**src/rtl/pc_redirect_ctrl.sv**
```systemverilog
// PC redirect controller: turns a taken branch or absolute jump in step 4 into a
// one-cycle PC redirect followed by a fixed-length squash of the wrong-path steps.
module pc_redirect_ctrl #(
  parameter int WIDTH       = 32,
  parameter int FLUSH_DEPTH = 3
) (
  input  logic             clk,
  input  logic             rst,
  input  logic             valid_step_4,
  input  logic             is_branch_step_4,
  input  logic             is_jump_ext_step_4,
  input  logic             cond_true_step_4,
  input  logic [WIDTH-1:0] pc_plus_one_step_4,
  input  logic [WIDTH-1:0] imm_step_4,
  input  logic [WIDTH-1:0] addr_step_4,
  input  logic             stall,
  output logic             is_load_PC,
  output logic [1:0]       control_mux_for_PC,
  output logic [WIDTH-1:0] pc_plus_one_plus_IMM_step_4,
  output logic [WIDTH-1:0] ext_ADDR_step_4,
  output logic             flush,
  output logic [15:0]      redirect_count
);

  typedef enum logic [1:0] {
    RUN      = 2'd0,
    REDIRECT = 2'd1,
    FLUSH    = 2'd2
  } state_t;

  localparam logic [3:0] FLUSH_LOAD = 4'(FLUSH_DEPTH - 1);

  state_t     state;
  state_t     state_next;
  logic [3:0] flush_cnt;
  logic [3:0] flush_cnt_next;
  logic       sel_jump;
  logic       redirect_event;

  // Wrong-path instructions in REDIRECT/FLUSH are ignored because the event needs RUN.
  assign redirect_event = (state == RUN) && valid_step_4 &&
                          (is_jump_ext_step_4 || (is_branch_step_4 && cond_true_step_4));

  always_ff @(posedge clk or negedge rst) begin
    if (!rst) begin
      state     <= RUN;
      flush_cnt <= 4'd0;
    end else begin
      state     <= state_next;
      flush_cnt <= flush_cnt_next;
    end
  end

  // Targets load together on every event; the source select remembers jump priority.
  always_ff @(posedge clk or negedge rst) begin
    if (!rst) begin
      pc_plus_one_plus_IMM_step_4 <= '0;
      ext_ADDR_step_4             <= '0;
      sel_jump                    <= 1'b0;
      redirect_count              <= 16'd0;
    end else if (redirect_event) begin
      pc_plus_one_plus_IMM_step_4 <= pc_plus_one_step_4 + imm_step_4;
      ext_ADDR_step_4             <= addr_step_4;
      sel_jump                    <= is_jump_ext_step_4;
      if (redirect_count != 16'hFFFF) begin
        redirect_count <= redirect_count + 16'd1;
      end
    end
  end

  // is_load_PC is gated by rst so the PC is frozen asynchronously while in reset.
  always_comb begin
    state_next         = state;
    flush_cnt_next     = flush_cnt;
    is_load_PC         = rst & ~stall;
    control_mux_for_PC = 2'd0;
    flush              = 1'b0;
    case (state)
      RUN: begin
        if (redirect_event) begin
          state_next = REDIRECT;
        end
      end
      REDIRECT: begin
        control_mux_for_PC = sel_jump ? 2'd2 : 2'd1;
        flush              = 1'b1;
        if (!stall) begin
          state_next     = FLUSH;
          flush_cnt_next = FLUSH_LOAD;
        end
      end
      FLUSH: begin
        flush = 1'b1;
        if (!stall) begin
          if (flush_cnt == 4'd0) begin
            state_next = RUN;
          end else begin
            flush_cnt_next = flush_cnt - 4'd1;
          end
        end
      end
      default: begin
        state_next = RUN;
      end
    endcase
  end

endmodule

```
**config.mk**
```make
export PLATFORM = sky130hd
export DESIGN_NAME = pc_redirect_ctrl
export DESIGN_NICKNAME = d
export VERILOG_FILES = /design/src/rtl/pc_redirect_ctrl.sv
export SDC_FILE = /design/constraint.sdc
export NUM_CORES = 1
export LEC_CHECK = 0
export ABC_AREA = 1
export CORE_ASPECT_RATIO = 1.25
export CORE_MARGIN = 5
export CORE_UTILIZATION = 45
export CTS_CLUSTER_DIAMETER = 120
export DETAILED_ROUTE_END_ITERATION = 12
export GPL_TIMING_DRIVEN = 0
export HOLD_SLACK_MARGIN = 0.15
export PLACE_DENSITY = 0.88
export SLEW_MARGIN = 0
export SYNTH_ARGS = -nofsm -noshare
export SYNTH_HDL_FRONTEND = slang
export SYNTH_SLANG_ARGS = --single-unit
```
**constraint.sdc**
```tcl
create_clock -name clk -period 2.15 [get_ports clk]
set_input_delay 0.215 -clock clk [delete_from_list [all_inputs] [get_ports clk]]
set_output_delay 0.215 -clock clk [all_outputs]
set_load 0.01 [all_outputs]
```
==> results.sh, run 1 <==
export IMPL_period_share=0.934
export IMPL_hpwl_mm=13.8
export IMPL_setup_violations=0
export IMPL_fin_ws_ns=0.142
export IMPL_worst_hold_path_type="primary input to flop"
export IMPL_fin_cells=1265
export IMPL_final_util=0.642
export IMPL_drt_iter0_drc=310
export IMPL_startpoint_type="primary input"
export IMPL_power_leakage_nw=4.43
export IMPL_firstDrtPassIters=5
export IMPL_synthFlopType="dfrtp_1"
export IMPL_synth_top_area_share=0.361
export IMPL_worst_pin_slew_ns=0.646
export IMPL_clockPowerShare=0.196
export IMPL_timing_setup_tns_ns=0
export IMPL_maxSlewHeadroom=0.565
export IMPL_synth_edff_count=0
export IMPL_p_comb_frac=0.475
export IMPL_antenna_cells=0
export IMPL_cts_root_buf="clkbuf_16"
export IMPL_synth_commonest_cells="nand2_1 (376), inv_1 (127), dfrtp_1 (87), nor2_1 (54), nand3_1 (48)"
export IMPL_holdWs_ns=0.416
export IMPL_die_h_um=139
export IMPL_routed_wirelength_mm=16.9
export IMPL_portBuffers=186
export IMPL_intPower_mw=5.26
export IMPL_fillers=1140
export IMPL_grt_first_pass_wirelength_mm=26.9
export IMPL_rr_startpoint="state[1]$_DFFE_PN0P_"
export IMPL_arrival_ns=1.79
export IMPL_rows=47
export IMPL_synth_avg_cell_area_um2=6.80
export IMPL_synthesis_instances=888
export IMPL_swShare=0.361
export IMPL_pin_count=187
export IMPL_synth_most_common_cell="nand2_1"
export IMPL_dieArea_mm2=0.0158
export IMPL_timing_worst_setup_path_type="primary input to output pin"
export IMPL_placed_area_mm2=0.00814
export IMPL_multi_input_area_mm2=0.00327
export IMPL_avgViaCountPerCell=4.78
export IMPL_yosysTopAreaCell="dfrtp_1"
export IMPL_required_ns=1.93
export IMPL_num_vias=6052
export IMPL_synth_seq_area_share=0.361
export IMPL_ir_drop_v=0.000589
export IMPL_final_area_mm2=0.00850
export IMPL_finClkSkew_ns=0.00748
export IMPL_cp_end_kind="output pin"
export IMPL_hold_viol=0
export IMPL_post_place_cells=1246
export IMPL_cts_made_buffers=9
export IMPL_cts_sinks=87
export IMPL_drv_slew=0
export IMPL_syn_to_final_growth_pct=40.8
export IMPL_dp_slack_ns=-0.197
export IMPL_first_global_vias=5789
export IMPL_fmax_ghz=0.498
export IMPL_ys_seq_elements=87
export IMPL_initial_core_util=0.456
export IMPL_clock_path_buffers=2
export IMPL_grt_use_total=0.209
export IMPL_gp_congestion=0.909
export IMPL_cts_tree="built"
export IMPL_powerDensity_mw_per_mm2=969
export IMPL_chipWidth_um=114
export IMPL_post_cts_buffers=0
export IMPL_worstHoldStart="addr_step_4[24]"
export IMPL_ant_nets=0
export IMPL_drc=0
export IMPL_status="completed"
export IMPL_syn_nets=1029
export IMPL_yosysUniqueCellTypes=37
export IMPL_path_max_fanout=28
export IMPL_grt_max_degree=56
export IMPL_overflow=0
export IMPL_rsz0062_at_grt="no"
export IMPL_synthArstFlopShare=1.00
export IMPL_yosys_top_cells_area="dfrtp_1 (36%), nand2_1 (23%), inv_1 (7.9%)"
export IMPL_critPathLaunch="rst"
export IMPL_min_path_cells=3
export IMPL_fin_total_pwr_mw=8.23
export IMPL_drive_above_1_share=0.0640
export IMPL_regArea_mm2=0.00218
export IMPL_drt_wirelength_per_cell_um=13.3
export IMPL_clkSlewWorstSetupHoldPaths_ns=0.06
export IMPL_antenna_found_initial=0
export IMPL_yosys_warnings=0
export IMPL_power_frac_seq=0.330
export IMPL_core_area_mm2=0.0132
export IMPL_final_nets=1230
export IMPL_synthesis_area_mm2=0.00603
export IMPL_drv_cap=0
export IMPL_p_sw_mw=2.97
export IMPL_r2r_worst_path_cells=9
export IMPL_fin_crit_ns=2.01
export IMPL_htreeDepth=3
export IMPL_clock_latency_ns=0.33
final timing paths:
path / slack, ns / to
setup / recovery: 0.14 / is_load_PC
hold / removal: 0.42 / ext_ADDR_step_4[24]$_DFFE_PN0P_
setup reg to reg: 0.26 / ext_ADDR_step_4[11]$_DFFE_PN0P_
hold reg to reg: 0.47 / pc_plus_one_plus_IMM_step_4[1]$_DFFE_PN0P_
max in group asynchronous: 1.52 / pc_plus_one_plus_IMM_step_4[25]$_DFFE_PN0P_
min in group asynchronous: 0.44 / ext_ADDR_step_4[8]$_DFFE_PN0P_
cells by family after synthesis:
| family | synth area share |
|---|---|
| fa+ha+maj | 0.0800 |
| simple gates | 0.368 |
| xor+xnor | 0.0450 |
| buf+inv | 0.0975 |
| flops | 0.361 |
| compound gates | 0.0487 |
timing repair:
item | CTS | global route
setup endpoints to repair | 0 | 2
hold buffers | 2 | 0
hold endpoints to repair | 33 | 0
resized for setup | 0 | 1
sequential cells by signal, summed over array words and instances, names as in the netlist:
register	count
state	2
pc_plus_one_plus_IMM_step_4	32
redirect_count	16
ext_ADDR_step_4	32
sel_jump	1
flush_cnt	4
critical path, stage by stage:
cell and delay [ns]:
dlygate4sd3_1 0.52, buf_4 0.18, buf_16 0.19, inv_1 0.06
nor2_1 0.08, clkdlybuf4s50_1 0.55
power groups by stage:
| stage | combinational [mW] | clock (mW) | sequential (mW) |
|---|---|---|---|
| final | 3.91 | 1.61 | 2.71 |
| after global routing | 4.27 | 1.71 | 2.80 |
| after CTS | 3.95 | 1.63 | 2.71 |
| after detailed placement | 3.92 | 0 | 2.73 |
| after global placement | 3.81 | 0 | 2.70 |
| after floorplan | 1.55 | 0 | 3.00 |
layout by cell type, fill, tap and decap left out, types with 4 or more instances in the layout:
master           netlist  routed
nor2_2                 4       4
a21oi_1               22      22
nand3_2                7       7
clkdlybuf4s50_1        0     185
nand3_1               48      48
nand4_1                6       6
xnor2_1               19      19
nand2_2               13      13
clkbuf_1               6       9
nor2_1                54      54
dfrtp_1               87      87
inv_1                127     127
nand2_1              376     376
inv_2                  8       8
o21ai_1                6       6
xor2_1                12      12
nor3_1                 8       8
clkbuf_16              0      10
o21ai_0               14      14
buf_2                  6       6
ha_1                  37      37
layout make-up:
cell class                 count  area share
multi-input combinational    650       0.385
sequential                    87       0.256
timing repair buffer         190       0.228
inverter                     137      0.0608
clock buffer                  12      0.0278
tap                          171      0.0252
buffer                        14     0.00839
clock inverter                 4     0.00824
metal layers:
layer,GRT usage,share of wire,wire [um]
met2,0.385,0.53,8850
met5,0,0,0
met3,0.0195,0.041,691
met4,0.109,0.040,667
met1,0.234,0.39,6650
(Power assumes the default switching activity.)
==> inputs of run 2 (changes only) <==
- HOLD_SLACK_MARGIN: 0.15 -> default
==> results of run 2 <==
Final layout, timing and power as in run 1 (identical DEF).
